`src/rtl/program_loader.sv`:
```
// Framed byte-stream loader that writes 32-bit instruction words into instruction RAM and stalls the cpu until done.
// Optional feature macro: LOADER_CHECKSUM_EN (frame ends with an XOR checksum byte; a mismatch ends in ERROR).
module program_loader #(
    parameter int         ADDR_WIDTH = 8,
    parameter logic [7:0] SYNC_BYTE  = 8'hA5
) (
    input  logic                  clk,
    input  logic                  reset,
    input  logic [7:0]            byte_in,
    input  logic                  byte_valid,
    output logic                  byte_ready,
    input  logic                  reload,
    output logic                  mem_wr_en,
    output logic [ADDR_WIDTH-1:0] mem_addr,
    output logic [31:0]           mem_wr_data,
    output logic                  cpu_hold,
    output logic                  load_done,
    output logic                  load_error,
    output logic [2:0]            debug_state
);

    // One extra bit so a count of 2**ADDR_WIDTH words is representable.
    localparam logic [ADDR_WIDTH:0] CNT_ONE  = (ADDR_WIDTH + 1)'(1);
    localparam logic [ADDR_WIDTH:0] CNT_FULL = CNT_ONE << ADDR_WIDTH;

    typedef enum logic [2:0] {
        S_IDLE  = 3'd0,
        S_LEN   = 3'd1,
        S_DATA  = 3'd2,
        S_WRITE = 3'd3,
        S_CSUM  = 3'd4,
        S_DONE  = 3'd5,
        S_ERROR = 3'd6
    } state_t;

    state_t                state;
    state_t                state_nxt;
    logic                  xfer;
    logic [ADDR_WIDTH:0]   word_cnt;
    logic [ADDR_WIDTH:0]   word_total;
    logic [ADDR_WIDTH:0]   word_cnt_inc;
    logic                  last_word;
    logic [1:0]            byte_idx;
    logic [23:0]           shift;
`ifdef LOADER_CHECKSUM_EN
    logic [7:0]            checksum;
`endif

    assign word_cnt_inc = word_cnt + CNT_ONE;
    assign last_word    = (word_cnt_inc == word_total);
    assign debug_state  = state;

    always_ff @(posedge clk) begin
        if (reset) begin
            state <= S_IDLE;
        end else begin
            state <= state_nxt;
        end
    end

    // Stream handshake: a byte moves only on a rising edge where byte_valid and
    // byte_ready are both high; byte_ready depends on state alone, never on byte_valid.
    always_comb begin
        byte_ready = 1'b0;
        mem_wr_en  = 1'b0;
        cpu_hold   = 1'b1;
        load_done  = 1'b0;
        load_error = 1'b0;
        state_nxt  = state;

        case (state)
            S_IDLE, S_LEN, S_DATA: byte_ready = 1'b1;
`ifdef LOADER_CHECKSUM_EN
            S_CSUM:                byte_ready = 1'b1;
            S_ERROR:               load_error = 1'b1;
`endif
            S_WRITE:               mem_wr_en  = 1'b1;
            S_DONE: begin
                cpu_hold  = 1'b0;
                load_done = 1'b1;
            end
            default: ;
        endcase

        xfer = byte_valid & byte_ready;

        case (state)
            S_IDLE: begin
                if (xfer && byte_in == SYNC_BYTE) state_nxt = S_LEN;
            end
            S_LEN: begin
                if (xfer) state_nxt = S_DATA;
            end
            S_DATA: begin
                if (xfer && byte_idx == 2'd3) state_nxt = S_WRITE;
            end
            S_WRITE: begin
`ifdef LOADER_CHECKSUM_EN
                state_nxt = last_word ? S_CSUM : S_DATA;
`else
                state_nxt = last_word ? S_DONE : S_DATA;
`endif
            end
`ifdef LOADER_CHECKSUM_EN
            S_CSUM: begin
                if (xfer) state_nxt = (byte_in == checksum) ? S_DONE : S_ERROR;
            end
            S_ERROR: begin
                if (reload) state_nxt = S_IDLE;
            end
`endif
            S_DONE: begin
                if (reload) state_nxt = S_IDLE;
            end
            default: state_nxt = S_IDLE;
        endcase
    end

    // Word assembly; mem_addr/mem_wr_data are loaded with the 4th byte so they
    // are stable throughout WRITE and keep their value afterwards.
    always_ff @(posedge clk) begin
        if (reset) begin
            word_cnt    <= '0;
            word_total  <= '0;
            byte_idx    <= 2'd0;
            shift       <= 24'd0;
            mem_addr    <= '0;
            mem_wr_data <= 32'd0;
`ifdef LOADER_CHECKSUM_EN
            checksum    <= 8'd0;
`endif
        end else begin
            case (state)
                S_IDLE: begin
                    if (xfer && byte_in == SYNC_BYTE) begin
                        word_cnt <= '0;
                        byte_idx <= 2'd0;
`ifdef LOADER_CHECKSUM_EN
                        checksum <= 8'd0;
`endif
                    end
                end
                S_LEN: begin
                    if (xfer) begin
                        word_total <= (byte_in == 8'd0) ? CNT_FULL : (ADDR_WIDTH + 1)'(byte_in);
                    end
                end
                S_DATA: begin
                    if (xfer) begin
                        byte_idx <= byte_idx + 2'd1;
                        shift    <= {shift[15:0], byte_in};
`ifdef LOADER_CHECKSUM_EN
                        checksum <= checksum ^ byte_in;
`endif
                        if (byte_idx == 2'd3) begin
                            mem_addr    <= word_cnt[ADDR_WIDTH-1:0];
                            mem_wr_data <= {shift, byte_in};
                        end
                    end
                end
                S_WRITE: begin
                    word_cnt <= word_cnt_inc;
                end
                default: ;
            endcase
        end
    end

endmodule

```
`config.mk`:
```
export PLATFORM = sky130hd
export DESIGN_NAME = program_loader
export DESIGN_NICKNAME = d
export VERILOG_FILES = /design/src/rtl/program_loader.sv
export SDC_FILE = /design/constraint.sdc
export NUM_CORES = 1
export LEC_CHECK = 0
export CORE_MARGIN = 2
export CORE_UTILIZATION = 55
export DETAILED_ROUTE_END_ITERATION = 16
export DONT_BUFFER_PORTS = 1
export GPL_TIMING_DRIVEN = 0
export HOLD_SLACK_MARGIN = 0.12
export PLACE_DENSITY = 0.7
export SLEW_MARGIN = 20
export SYNTH_ARGS = -nofsm -noshare
export SYNTH_HDL_FRONTEND = slang
export SYNTH_SLANG_ARGS = --single-unit
```
`constraint.sdc`:
```
create_clock -name clk -period 2.7 [get_ports clk]
set_input_delay 0.675 -clock clk [delete_from_list [all_inputs] [get_ports clk]]
set_output_delay 0.675 -clock clk [all_outputs]
set_load 0.02 [all_outputs]
```
==> results.md, run 1 <==
* Outcome: finished, final reports clean
* Async S/R FF share, synth at 0%
* Place WS at between 0.3 and 0.4 ns
* Final Instance Count excl. Fillers at 547
* Clock buffer depth at 2
* Final WS setup at 0.2792 ns
* CTS tree: done
* Count leader, synth: nand2_1
* Fin util at 60.55%
* Die Span X at 83.78 um
* Worst flop-to-flop path startpoint: debug_state[2]$_SDFFE_PP0P_
* Prevailing post-synth register cell: dfxtp_1
* Max_cap viols at 0
* Setup TNS after final layout at 0 ns
* Worst Path Buf+Inv at 1
* WP data required at 2.03 ns
* Min-Delay Startpoint: byte_in[4]
* Avg Inst Size Synth at 7.711 um2
* WS Path Type: reg2out
* Final setup fails at 0
* LEAKAGE at roughly 1.2 nW
* Hold WS at 0.4431 ns
* Share of cells above drive strength 1 at 6.596%
* # DRC at 0
* Leading area contributor after synthesis: dfxtp_1
* Synthesized flop and latch total at 87
* Maximum clock rate at 413.1 MHz
* Finished Cell Area at 0.003779 mm2
* # IOs at 60
* Root Buffer: clkbuf_8
* WHS Path Cells at 2
* CP Capture Type: primary output
* Count of different cell masters after synthesis at 43
* CP Max Fanout at 10
* Synth cell count leaders: 155 x nand2_1, 87 x dfxtp_1, 86 x a21oi_1
* Area contributors post-synth: dfxtp_1 50%, nand2_1 17%, a21oi_1 12%
* Final Max Slew Viols at 0
* Final Cycle Share at 89.66%
* Routed wire per std cell at ~14 um
* Core Rows at 29
* CTS resizes at 0
* Largest net degree at the start of global routing at 16
* Yosys top cell area share at 49.75%
* RSZ-0062 raised after global routing: no
* Final Wtd Congestion at 0.8352
* H-tree depth at 3
* # nets final at 479
* Antenna diodes at 0
* Worst r2r dst: mem_wr_data[21]$_SDFFE_PP0P_
* TritonRoute pass-1 iters at 5
* ANT nets after route at 0
* DR vias at between 2000 and 3000
* Hold Fails Final Rpt at 0
* Hold/Removal Path Class: in2reg
* Vias in the first global route at between 2000 and 3000
* Peak supply drop at just under 400 uV
* Reg-to-reg slack, setup at 0.42 ns
* Starting Density at 56.09%
* Cells after Synth at between 400 and 500
* Post-synth EDFFs at 0
* Worst hold endpoint: word_total[4]$_SDFFE_PP0P_
* Slowest-stage cell, CP: dfxtp_1
* Power, Total at ~2.2 mW
* Initial antenna violation count at 0
* Path depth of the worst reg2reg path at 9
* First-pass GRT wire length at 13090 um
* Hold_buf cts at 0
* Vias per inst at 5.463
* Worst-path clk slew at about 0.090 ns
* Synth warnings at 0
* Die H at 83.78 um
* Congestion Overflow GR at 0
* PD cells at 570.0 mW/mm2
* Worst Path Arrival at 1.75 ns
* CTS sink cnt at 87
* Clock latency on the worst-skew pair at ~0.36 ns
* Core area at 0.006241 mm2
* CTS Buf Count at 9
* Worst slew pin tran at 0.5408 ns
* Worst Skew at between 0.006 and 0.007 ns
* PortBufs at 0
* Post-Synthesis Cell Area at ~0.0035 mm2
* Worst-path cell chain: nand2_1, or2_2, inv_1
* DP Wirelength at approximately 5600 um
* Cells after DPL at 531
* Die Footprint at 0.007019 mm2
* Syn Nets at approximately 470
* Layout area overhead at 7.934%
* Post-DP Area at 0.003597 mm2
* Critical path's top delay family: flip-flops
* Total wire length at approximately 7800 um
* Post-CTS setup buffers at 0
* Crit path largest cell delay at 0.61 ns
* Post-synthesis sequential area ratio at 49.75%
* Min Tclk post-route at approximately 2.4 ns
* All-Layer GR Usage at 23.28%
* Initial DRC Count at roughly 170
* Worst Setup Start Kind: register
* Rel. slew slack at 63.95%
==> layer usage <==
metal	wire, um	global-route usage [%]	vias up	part of all wire, %
met1	3640	32.09	1366	47
met2	3454	35.20	87	44
met3	609	6.133	13	7.8
met4	117	8.798	0	1.5
li1	-	-	1522	-
met5	0	0	-	0
==> sequential cells by signal, summed over array words and instances, names as in the netlist <==
signal / cells
mem_wr_data: 32
shift: 24
word_cnt: 9
word_total: 9
mem_addr: 8
debug_state: 3
byte_idx: 2
==> cell usage in the layout (no fill, tap or decap), types with 6 or more instances in the layout <==
master / instances
nand2_1: 155
buf_2: 6
o21ai_0: 12
clkbuf_1: 21
clkbuf_8: 10
nor2_1: 19
dfxtp_1: 87
xnor2_1: 7
a21oi_1: 86
==> worst max path at each step <==
stage                                 from                       end  slack (ns)  cells past startpoint
3_5_place_dp                    byte_in[1]  word_cnt[2]$_SDFFE_PP0P_        0.40                      6
6_report       debug_state[1]$_SDFFE_PP0P_                 mem_wr_en        0.28                      3
2_1_floorplan                   byte_in[1]  word_cnt[4]$_SDFFE_PP0P_        0.65                      6
3_3_place_gp                    byte_in[1]  word_cnt[8]$_SDFFE_PP0P_        0.43                      6
5_1_grt        debug_state[1]$_SDFFE_PP0P_                 mem_wr_en        0.17                      3
4_1_cts        debug_state[1]$_SDFFE_PP0P_                 mem_wr_en        0.28                      3
==> cells by family (layout without fill, tap and decap cells) <==
group | after synthesis | count (layout) | synth area share (%)
AND/OR/NAND/NOR | 209 | 209 | 25.80
AO/OA/AOI/OAI | 110 | 110 | 16.83
flip-flops | 87 | 87 | 49.75
buffers and inverters | 35 | 51 | 4.289
XOR/XNOR | 10 | 10 | 2.502
adder cells (fa/ha/maj) | 2 | 2 | 0.7147
other | 1 | 1 | 0.1071
==> power breakdown <==
part / switching (mW) / total [mW] / internal, mW
Sequential: 0.000301 / 1.28 / 1.28
Clock: 0.468 / 0.836 / 0.368
Combinational: 0.0287 / 0.0359 / 0.00713
Total: 0.497 / 2.15 / 1.66
==> final cells by class <==
class	count	area, um2
inverters	5	18.77
well taps	77	96.34
flip-flops and latches	87	1742
clock inverters	5	40.04
multi-input cells	332	1609
clock buffers	11	141.4
fillers	618	2462
plain buffers	30	131.4
Note: power is estimated with default switching activity, not from simulation.
==> run 2, diff against run 1 <==
--- a/config.mk
+++ b/config.mk
@@ -7,6 +7,7 @@
 export LEC_CHECK = 0
 export CORE_MARGIN = 2
 export CORE_UTILIZATION = 55
+export CTS_CLUSTER_SIZE = 8
 export DETAILED_ROUTE_END_ITERATION = 16
 export DONT_BUFFER_PORTS = 1
 export GPL_TIMING_DRIVEN = 0
==> constraint.sdc (replaced) <==
create_clock -name clk -period 3 [get_ports clk]
set_input_delay 0.75 -clock clk [delete_from_list [all_inputs] [get_ports clk]]
set_output_delay 0.75 -clock clk [all_outputs]
set_load 0.02 [all_outputs]
==> results of run 2 <==
The final DEF is identical to that of run 1. Status: finished, final reports clean.
Among the figures that moved: setup slack after placement 0.3983 ns -> 0.6233 ns; setup slack after layout 0.2792 ns -> 0.5042 ns; hold slack 0.4431 ns -> 0.4564 ns; register-to-register setup slack 0.42 ns -> 0.72 ns; end point of the worst hold path word_total[4]$_SDFFE_PP0P_ -> mem_wr_data[25]$_SDFFE_PP0P_; total power 2.154 mW -> 1.938 mW; worst IR drop on VDD 384.2 uV -> 345.7 uV
